===== src/rtl/dmem_arb_pkg.sv =====
// Shared types and constants for the Data_Mem port arbiter.
// MemOp codes match the encoding Data_Mem decodes (size in [1:0], unsigned in [2]).
package dmem_arb_pkg;

  typedef enum logic [1:0] {
    IDLE  = 2'd0,
    ISSUE = 2'd1,
    RESP  = 2'd2
  } state_t;

  typedef enum logic {
    REQ_CPU = 1'b0,
    REQ_DBG = 1'b1
  } req_id_t;

  localparam logic [2:0] MEMOP_B  = 3'b000;
  localparam logic [2:0] MEMOP_H  = 3'b001;
  localparam logic [2:0] MEMOP_W  = 3'b010;
  localparam logic [2:0] MEMOP_BU = 3'b100;
  localparam logic [2:0] MEMOP_HU = 3'b101;

endpackage


===== src/rtl/dmem_arb_pick.sv =====
// Tie-break between CPU and debug requesters; a lone requester always wins.
// DMEM_ARB_RR_EN selects round-robin; otherwise CPU priority with a debug starvation bound.
module dmem_arb_pick
  import dmem_arb_pkg::*;
#(
  parameter int unsigned MAX_WAIT = 4
) (
  input  logic    clk,
  input  logic    clr,
  input  logic    cpu_req,
  input  logic    dbg_req,
  input  logic    decide,
  output req_id_t winner
);

`ifdef DMEM_ARB_RR_EN
  req_id_t last;

  always_comb begin
    winner = REQ_CPU;
    if (dbg_req && !cpu_req) begin
      winner = REQ_DBG;
    end else if (cpu_req && dbg_req) begin
      winner = (last == REQ_CPU) ? REQ_DBG : REQ_CPU;
    end
  end

  // Reset to debug so the CPU takes the first tie.
  always_ff @(posedge clk) begin
    if (clr) begin
      last <= REQ_DBG;
    end else if (decide) begin
      last <= winner;
    end
  end
`else
  localparam int unsigned WW = $clog2(MAX_WAIT + 1);

  logic [WW-1:0] dbg_wait;
  logic          starved;

  assign starved = (dbg_wait == WW'(MAX_WAIT));

  always_comb begin
    winner = REQ_CPU;
    if (dbg_req && (!cpu_req || starved)) begin
      winner = REQ_DBG;
    end
  end

  // Only decisions the CPU takes while debug is waiting count as refusals.
  always_ff @(posedge clk) begin
    if (clr) begin
      dbg_wait <= '0;
    end else if (decide) begin
      if (winner == REQ_DBG) begin
        dbg_wait <= '0;
      end else if (dbg_req && !starved) begin
        dbg_wait <= dbg_wait + 1'b1;
      end
    end
  end
`endif

endmodule


===== src/rtl/dmem_arbiter.sv =====
// Shares the Data_Mem port between the CPU load/store port and a debug/loader port.
// Tie-break policy is chosen by DMEM_ARB_RR_EN (see dmem_arb_pick).
module dmem_arbiter
  import dmem_arb_pkg::*;
#(
  parameter int unsigned AW       = 32,
  parameter int unsigned DW       = 32,
  parameter int unsigned MAX_WAIT = 4
) (
  input  logic          CLK,
  input  logic          clr,
  input  logic          cpu_req,
  input  logic          cpu_we,
  input  logic [AW-1:0] cpu_addr,
  input  logic [2:0]    cpu_memop,
  input  logic [DW-1:0] cpu_wdata,
  output logic          cpu_gnt,
  output logic          cpu_rvalid,
  output logic [DW-1:0] cpu_rdata,
  input  logic          dbg_req,
  input  logic          dbg_we,
  input  logic [AW-1:0] dbg_addr,
  input  logic [2:0]    dbg_memop,
  input  logic [DW-1:0] dbg_wdata,
  output logic          dbg_gnt,
  output logic          dbg_rvalid,
  output logic [DW-1:0] dbg_rdata,
  output logic [AW-1:0] mem_addr,
  output logic [2:0]    mem_memop,
  output logic [DW-1:0] mem_wdata,
  output logic          mem_wren,
  input  logic [DW-1:0] mem_rdata
);

  state_t  state, state_nxt;
  req_id_t winner, owner;
  logic    decide;

  assign decide = (state == IDLE) && (cpu_req || dbg_req);

  dmem_arb_pick #(
    .MAX_WAIT(MAX_WAIT)
  ) u_pick (
    .clk    (CLK),
    .clr    (clr),
    .cpu_req(cpu_req),
    .dbg_req(dbg_req),
    .decide (decide),
    .winner (winner)
  );

  always_ff @(posedge CLK) begin
    if (clr) begin
      state <= IDLE;
    end else begin
      state <= state_nxt;
    end
  end

  // In ISSUE, mem_wren holds the winner's we and so distinguishes store from load.
  always_comb begin
    state_nxt = state;
    case (state)
      IDLE:    if (decide) state_nxt = ISSUE;
      ISSUE:   state_nxt = mem_wren ? IDLE : RESP;
      RESP:    state_nxt = IDLE;
      default: state_nxt = IDLE;
    endcase
  end

  always_ff @(posedge CLK) begin
    if (clr) begin
      owner      <= REQ_CPU;
      mem_addr   <= '0;
      mem_memop  <= '0;
      mem_wdata  <= '0;
      mem_wren   <= 1'b0;
      cpu_gnt    <= 1'b0;
      dbg_gnt    <= 1'b0;
      cpu_rvalid <= 1'b0;
      dbg_rvalid <= 1'b0;
      cpu_rdata  <= '0;
      dbg_rdata  <= '0;
    end else begin
      cpu_gnt    <= 1'b0;
      dbg_gnt    <= 1'b0;
      mem_wren   <= 1'b0;
      cpu_rvalid <= 1'b0;
      dbg_rvalid <= 1'b0;
      if (decide) begin
        owner <= winner;
        if (winner == REQ_DBG) begin
          mem_addr  <= dbg_addr;
          mem_memop <= dbg_memop;
          mem_wdata <= dbg_wdata;
          mem_wren  <= dbg_we;
          dbg_gnt   <= 1'b1;
        end else begin
          mem_addr  <= cpu_addr;
          mem_memop <= cpu_memop;
          mem_wdata <= cpu_wdata;
          mem_wren  <= cpu_we;
          cpu_gnt   <= 1'b1;
        end
      end
      if (state == RESP) begin
        if (owner == REQ_DBG) begin
          dbg_rdata  <= mem_rdata;
          dbg_rvalid <= 1'b1;
        end else begin
          cpu_rdata  <= mem_rdata;
          cpu_rvalid <= 1'b1;
        end
      end
    end
  end

endmodule

===== config.mk =====
export PLATFORM = sky130hd
export DESIGN_NAME = dmem_arbiter
export DESIGN_NICKNAME = d
export VERILOG_FILES = /design/src/rtl/dmem_arb_pkg.sv /design/src/rtl/dmem_arb_pick.sv /design/src/rtl/dmem_arbiter.sv
export SDC_FILE = /design/constraint.sdc
export NUM_CORES = 1
export LEC_CHECK = 0
export BUFFER_PORTS_ARGS = -buffer_cell sky130_fd_sc_hd__buf_2
export CAP_MARGIN = 20
export CORE_ASPECT_RATIO = 0.7
export CORE_MARGIN = 2
export CORE_UTILIZATION = 49
export CTS_CLUSTER_DIAMETER = 40
export CTS_CLUSTER_SIZE = 30
export DETAILED_ROUTE_END_ITERATION = 10
export PLACE_DENSITY = 0.86
export SLEW_MARGIN = 20
export SYNTH_ARGS = -nofsm -noshare
export SYNTH_HDL_FRONTEND = slang
export SYNTH_HIERARCHICAL = 1
export SYNTH_SLANG_ARGS = --single-unit

===== constraint.sdc =====
create_clock -name CLK -period 5 [get_ports CLK]
set_clock_uncertainty 0.05 [all_clocks]
set_input_delay 1.25 -clock CLK [delete_from_list [all_inputs] [get_ports CLK]]
set_output_delay 1.25 -clock CLK [all_outputs]
set_load 0.005 [all_outputs]

Word level (Yosys, flattened, before mapping)
Cells that the tools add are included.

operators by class
  add/subtract/negate cells = 1
  equality and inequality tests = 4
  bitwise gates (word level) = 3
  reductions and logical operators = 14
  multiplexer cells = 14

operators with widths
  kind                   count
  $mux W32               2
  $mux W3                3
  $mux W1                6
  $reduce_and A2 Y1      3
  $mux W2                2
  $pmux W2 S2            1
  $reduce_or A2 Y1       2
  $add A3 B1 Y3 const B  1
  $eq A3 B3 Y1 const B   1
  $logic_and A1 B1 Y1    3
  $not A1 Y1             3
  $eq A2 B1 Y1 const B   1
  $eq A2 B2 Y1 const B   1
  $logic_not A1 Y1       2
  $logic_not A2 Y1       1
  $logic_or A1 B1 Y1     2
  $ne A2 B2 Y1 const B   1
  $reduce_bool A2 Y1     1

storage, ports and cells
  output and inout bits = 136
  bits in registers = 142

Depth between registers and ports, before layout
Gate-level depths: netlist (run 1).

  word-level depth = 6
  gate-level depth with buffers = 8

By module
Netlist (run 1), hierarchy kept.

modules (own cells, without submodules)
  module         sequential area each (sq um)  times used  area an instance (sq um)  cells each
  dmem_arbiter   2782.7                        1           5644.2                    610
  dmem_arb_pick  60.1                          1           170.2                     21

Worst setup path before layout (run 1)
OpenSTA, ideal clock, no wires.

  path type = input -> register
  start point = input dbg_req
  end point = register u_pick.dbg_wait[2]
  path buffers = 2
  setup slack = 2.555 ns
  stages on the path = 8
  required time = 4.880 ns
  setup time = 0.070 ns
  arrival = 2.325 ns
  path through = or2_1 -> buf_6 -> nand2_4 -> inv_2 -> buf_2 -> nand2_2 -> or3_1 -> a21oi_1

between the ends
  elaborated cells on any way between the ends = 8
  those cells by class = 2 x mux; 6 x reduce/logical

RTL lines
  what                         line                 source
  start: declaration           dmem_arbiter.sv:20   input logic dbg_req,
  $logic_or A1 B1 Y1           dmem_arbiter.sv:39   assign decide = (state == IDLE) && (cpu_req || dbg_req);
  $logic_and A1 B1 Y1          dmem_arbiter.sv:39
  named net decide             dmem_arbiter.sv:37   logic decide;
  $reduce_and A2 Y1 (no line)  n/a
  end signal: assignment       dmem_arb_pick.sv:59  dbg_wait <= dbg_wait + 1'b1;
  end: declaration             dmem_arb_pick.sv:39  logic [WW-1:0] dbg_wait;

The timed path passes the listed nets, and every way through them passes these cells.
A chain may end at the register's enable or synchronous reset.

Worst setup path in the final report (run 1)
  start point = register state[0]
  end point = register u_pick.dbg_wait[0]

between the ends
  longest elaborated chain between the ends = 3

RTL lines
  what                         line                source
  start: declaration           dmem_arbiter.sv:35  state_t state, state_nxt;
  start signal: assignment     dmem_arbiter.sv:56  state <= state_nxt;
  $logic_not A2 Y1             dmem_arbiter.sv:39
  $logic_and A1 B1 Y1          dmem_arbiter.sv:39
  $reduce_and A2 Y1 (no line)  n/a

Every way passes these cells.

==> results_dict.tcl, run 1 <==
set metrics [dict create \
    post_cts.repair.setup_buffers 0 \
    port_buffers 307 \
    setup_viol 0 \
    slew-limit-headroom_pct 30.1 \
    die_area_um2 12800 \
    syn_area_per_cell_um2 9.21 \
    yosysSeqAreaShare_pct 48.9 \
    nNetsFinal 1081 \
    critical_path.max_stage_delay_ns 0.57 \
    clk_latency_ns 0.39 \
    finalCritPeriodShare_pct 55.1 \
    drc 0 \
    cap_violations 0 \
    die_y_um 95.1 \
    muxShareOfSynthArea_pct 11.7 \
    tns_ns 0 \
    critPathMaxFanout 70 \
    setup_ws_ns 2.24 \
    max_slew.worst_pin.slew_ns 1.05 \
    yosys.cell_types.count 33 \
    hp-class "flop to flop" \
    root_buffer "clkbuf_16" \
    timing.fmax_mhz 363 \
    drive_above_1_share_pct 40.8 \
    netlist_area_um2 5810 \
    ys_warn_count 6 \
    p_per_area_nw_per_um2 373 \
    final-hold-violation-count 0 \
    rows 33 \
    grt_usage_pct 24.7 \
    r2r_start "state[0]$_SDFFE_PP0P_" \
    cts_resized 0 \
    ys_ff_latch 142 \
    cts.htree.levels 4 \
    start_kind "flop" \
    synth-simple-area-share_pct 11.0 \
    cts_buffers 17 \
    slowest_stage "inv_2" \
    met3_usage_pct 5.90 \
    grt_pass1_wl_um 25200 \
    synth-xor-area-share_pct 0 \
    boundaryPins 308 \
    clk_pin_slew_ns 0.06 \
    grt_pass1_vias 5178 \
    antennaDiodeCount 0 \
    die_w_um 134 \
    wire_per_inst_um 15.1 \
    synth_top_family_by_area "compound AO/OA/AOI/OAI gates" \
    crit_type "flop to flop" \
    slew_violations 0 \
    place_hpwl_um 11400 \
    peakVddDrop_uv 230 \
    period_needed_ns 2.76 \
    path_delay_family "buffers and inverters" \
    post-place-ws_ns 1.89 \
    overflow 0 \
    crit_buf_inv 3 \
    area_growth_pct 36.8 \
    total_power_mw 2.97 \
    dr.pass1.iters 4 \
    hold_slack_ns 0.390 \
    min_from "mem_wren$_SDFF_PP0_" \
    vias 5575 \
    met2_usage_pct 43.7 \
    ant_nets 0 \
    antenna_found_initial 0 \
    gr-usage-met1_pct 30.1 \
    tritoncts "yes" \
    critPathRequiredTime_ns 5.26 \
    synth_compound_area_share_pct 22.4 \
    cpMostUsedCell "buf_4" \
    rsz0062_at_grt "false" \
    totalWireLength_um 16200 \
    cp-startpoint "state[0]$_SDFFE_PP0P_" \
    grt_max_degree 90 \
    clock-sinks 142 \
    via_per_inst 5.18 \
    cp-end-kind "flop" \
    clockBufferDepth 2 \
    top_usage_layer "met2" \
    path_cells "nor2_4, buf_4, nand2_4, inv_2, buf_4, nand4_1, a21oi_1" \
    p_leak_nw 3.57 \
    drt_iter0_drc 242 \
    status "finished clean" \
    cts_hold_buf 0 \
    synthAdderAreaFrac_pct 0.430 \
    synthCells 631 \
    synthesis.nets 805 \
    initial_core_util_pct 49.9 \
    core_area_um2 11600 \
    critical_path_arrival_ns 3.02 \
    place.gp.congestion 0.797 \
]
[power breakdown]
part / switching (mW) / total, mW / internal (mW)
Sequential: 0.0428 / 1.25 / 1.21
Combinational: 0.232 / 0.429 / 0.197
Clock: 0.492 / 1.29 / 0.794
[state kept, by name, indices dropped and copies added, names as in the netlist, 2 cells and up]
| register | count |
|---|---|
| mem_wdata | 32 |
| dbg_rdata | 32 |
| mem_memop | 3 |
| mem_addr | 32 |
| u_pick/dbg_wait | 3 |
| state | 2 |
| cpu_rdata | 32 |
[kinds of logic after synthesis]
kind of cell	Yosys count
buffers and inverters	62
adders and majority gates	2
DFF	142
muxes	68
and+or+nand+nor	152
AOI/OAI and AO/OA	205
[metal layers]
metal  up-vias  part of all wire, %
li1       2784                    -
met1      2568                   42
met2       207                   50
met3        16                  6.3
met4         0                  1.4
met5         -                    0
[through the flow]
step / utilization, % / cell area, µm² / cells
2_1_floorplan: - / 5810 / 631
3_3_place_gp: 63.1 / 7340 / 1045
3_5_place_dp: 63.1 / 7340 / 1045
4_1_cts: 68.3 / 7950 / 1077
5_1_grt: 68.3 / 7950 / 1077
6_report: 68.3 / 7950 / 1077
[Yosys cell counts, drive strengths merged]
master / number / share of area, %
a211oi: 67 / 10
a21bo: 1 / 0.17
a21boi: 1 / 0.13
a21oi: 135 / 12
and3b: 1 / 0.15
buf: 40 / 4.2
clkbuf: 19 / 1.2
dfxtp: 142 / 49
ha: 2 / 0.43
inv: 3 / 0.19
mux2i: 68 / 12
nand2: 133 / 8.8
nand3: 1 / 0.086
nand3b: 1 / 0.13
nand4: 2 / 0.22
nor2: 4 / 0.39
nor2b: 1 / 0.11
nor3: 2 / 0.17
nor3b: 3 / 0.47
nor4b: 1 / 0.15
o21ai: 1 / 0.086
or2: 1 / 0.11
or3: 1 / 0.11
or3b: 1 / 0.15
[cell type report]
type,count,area (µm²)
Sequential cell,142,2840
Clock inverter,14,183
Clock buffer,18,429
Timing Repair Buffer,316,1630
Inverter,3,11.3
Multi-Input combinational cell,427,2660
Fill cell,972,3690
Tap cell,157,196
[layout by cell type (no fill, tap or decap), drive strengths merged, types with 2 or more instances in the layout]
cell and count:
inv 7, bufinv 3, buf 316, ha 2, clkinv 4, dfxtp 142, nor3b 3, clkbuf 18
nor3 2, clkinvlp 3, a21oi 135, nand2 133, nor2 4, mux2i 68, a211oi 67, nand4 2
[path summary, 6_finish.rpt]
path / end / slack [ns] / cells after the start
worst max-delay path: u_pick/dbg_wait[0]$_SDFFE_PP0P_ / 2.24 / 7
worst max register to register: u_pick/dbg_wait[0]$_SDFFE_PP0P_ / 2.24 / 7
worst min-delay path: state[1]$_SDFFE_PP0P_ / 0.39 / 1
worst min register to register: state[1]$_SDFFE_PP0P_ / 0.39 / 1
Note: power is estimated with default switching activity, not from simulation.
==> inputs of run 2 (changes only) <==
--- a/config.mk
+++ b/config.mk
@@ -9,11 +9,11 @@
 export CAP_MARGIN = 20
 export CORE_ASPECT_RATIO = 0.7
 export CORE_MARGIN = 2
-export CORE_UTILIZATION = 49
+export CORE_UTILIZATION = 41
 export CTS_CLUSTER_DIAMETER = 40
 export CTS_CLUSTER_SIZE = 30
 export DETAILED_ROUTE_END_ITERATION = 10
-export PLACE_DENSITY = 0.86
+export PLACE_DENSITY = 0.77
 export SLEW_MARGIN = 20
 export SYNTH_ARGS = -nofsm -noshare
 export SYNTH_HDL_FRONTEND = slang
==> constraint.sdc (replaced) <==
create_clock -name CLK -period 2.4 [get_ports CLK]
set_clock_uncertainty 0.05 [all_clocks]
set_input_delay 0.6 -clock CLK [delete_from_list [all_inputs] [get_ports CLK]]
set_output_delay 0.6 -clock CLK [all_outputs]
set_load 0.005 [all_outputs]
==> run 2 against run 1 <==
Compared with the run above:
- sequential power up 110%
- count of clock-buffer cells in the layout unchanged
- final cell count up 3.4%
- sequential cell count unchanged
- critical path type unchanged
- largest cell class unchanged
==> results_dict.tcl, run 2 (synthesis results as in run 1) <==
set metrics [dict create \
    grt_pass1_wl_um 26600 \
    antenna_found_initial 0 \
    p_leak_nw 3.64 \
    clock-sinks 142 \
    critPathRequiredTime_ns 2.66 \
    cts_hold_buf 0 \
    period_needed_ns 1.87 \
    antennaDiodeCount 0 \
    setup_viol 0 \
    tns_ns 0 \
    critical_path_arrival_ns 2.13 \
    wire_per_inst_um 15.4 \
    rsz0062_at_grt "false" \
    ant_nets 0 \
    boundaryPins 308 \
    cts.htree.levels 4 \
    cp-startpoint "u_pick/dbg_wait[0]$_SDFFE_PP0P_" \
    slew-limit-headroom_pct 67.0 \
    grt_pass1_vias 5196 \
    start_kind "flop" \
    post_cts.repair.setup_buffers 0 \
    final-hold-violation-count 0 \
    hp-class "flop to flop" \
    clk_pin_slew_ns 0.06 \
    path_cells "inv_1, ha_1, a21boi_1, nor2b_4, buf_12, mux2i_1, a211oi_1" \
    core_area_um2 13900 \
    cts_buffers 17 \
    min_from "mem_wren$_SDFF_PP0_" \
    top_usage_layer "met2" \
    totalWireLength_um 17200 \
    p_sw_mw 1.65 \
    peakVddDrop_uv 459 \
    port_buffers 307 \
    cts_resized 0 \
    p_int_mw 4.75 \
    critical_path.max_stage_delay_ns 0.35 \
    clockBufferDepth 2 \
    dr.pass1.iters 4 \
    die_area_um2 15200 \
    final_cell_mix "306 x buf_2, 142 x dfxtp_1, 135 x a21oi_1" \
    place_hpwl_um 11900 \
    grt_max_degree 70 \
    post-place-ws_ns 0.417 \
    drc 0 \
    switching_share_pct 25.8 \
    cap_violations 0 \
    combPwrFrac_pct 14.5 \
    final_util_pct 58.6 \
    final_cells 1114 \
    max_slew.worst_pin.slew_ns 0.494 \
    r2r_start "u_pick/dbg_wait[0]$_SDFFE_PP0P_" \
    vias 5554 \
    placed_cells 1083 \
    critPathMaxFanout 36 \
    clk_latency_ns 0.40 \
    tritoncts "yes" \
    timing.fmax_mhz 535 \
    final_common_cell "buf_2" \
    pwr-share-seq_pct 40.7 \
    finalCritPeriodShare_pct 77.8 \
    p_clk_share_pct 44.7 \
    drt_iter0_drc 269 \
    met3_usage_pct 4.89 \
    area_growth_pct 39.7 \
    place.gp.congestion 0.789 \
    nNetsFinal 1086 \
    setup_ws_ns 0.532 \
    grt_usage_pct 21.5 \
    initial_core_util_pct 41.9 \
    status "finished clean" \
    via_per_inst 4.99 \
    gr-usage-met1_pct 27.3 \
    root_buffer "clkbuf_16" \
    die_y_um 104 \
    slowest_stage "dfxtp_1" \
    met2_usage_pct 37.3 \
    drive_above_1_share_pct 41.1 \
    rows 36 \
    overflow 0 \
    slew_violations 0 \
    die_w_um 146 \
    p_per_area_nw_per_um2 787 \
    cp-end-kind "flop" \
    crit_type "flop to flop" \
]
-- run 2: cell count changes in the layout (fill, tap and decap cells not counted), sizes merged --
cell      delta
inv          +2
clkinvlp     -2
clkinv       -2
buf          +5
bufinv       +1
-- run 2: final cells by class --
cell class | instances | area [µm²]
repair buffers | 321 | 1730
clock inverters | 13 | 203
multi-input cells | 427 | 2660
clock buffers | 18 | 439
fillers | 1279 | 5750
well taps | 190 | 238
flip-flops and latches | 142 | 2840
inverters | 3 | 11.3
-- run 2: metrics by stage --
stage	hold slack [ns]	power [mW]	cell area, µm²
after CTS	0.371	6.45	8130
after global routing	0.379	6.66	8130
after global placement	0.374	3.57	7480
after floorplan	0.373	3.16	5810
final	0.375	6.39	8130
after detailed placement	0.374	3.59	7480
-- run 2: worst max-delay path, delay by kind of cell (launching register included) --
family / cells / cell delay, ns
buffers and inverters: 2 / 0.28
muxes: 1 / 0.17
and+or+nand+nor: 1 / 0.10
DFF: 1 / 0.35
adders and majority gates: 1 / 0.21
AOI/OAI and AO/OA: 2 / 0.60
-- run 2: final timing paths --
path / to / slack (ns) / depth (start not counted)
worst min-delay path: state[1]$_SDFFE_PP0P_ / 0.37 / 1
worst max-delay path: mem_addr[29]$_SDFFE_PP0P_ / 0.53 / 7
worst min register to register: state[1]$_SDFFE_PP0P_ / 0.37 / 1
worst max register to register: mem_addr[29]$_SDFFE_PP0P_ / 0.53 / 7
-- run 2: power groups by stage --
stage	clock network, mW	logic [mW]	registers, mW
detailed placement	0	0.940	2.65
floorplan	0	0.496	2.67
global route	3.02	1.01	2.62
finish	2.86	0.929	2.60
global placement	0	0.924	2.65
CTS	2.91	0.941	2.60
-- run 2: per-layer routing --
| layer | vias up | share of wire (%) |
|---|---|---|
| li1 | 2782 | - |
| met1 | 2552 | 44 |
| met2 | 211 | 49 |
| met3 | 9 | 6.5 |
| met4 | 0 | 0.69 |
| met5 | - | 0 |
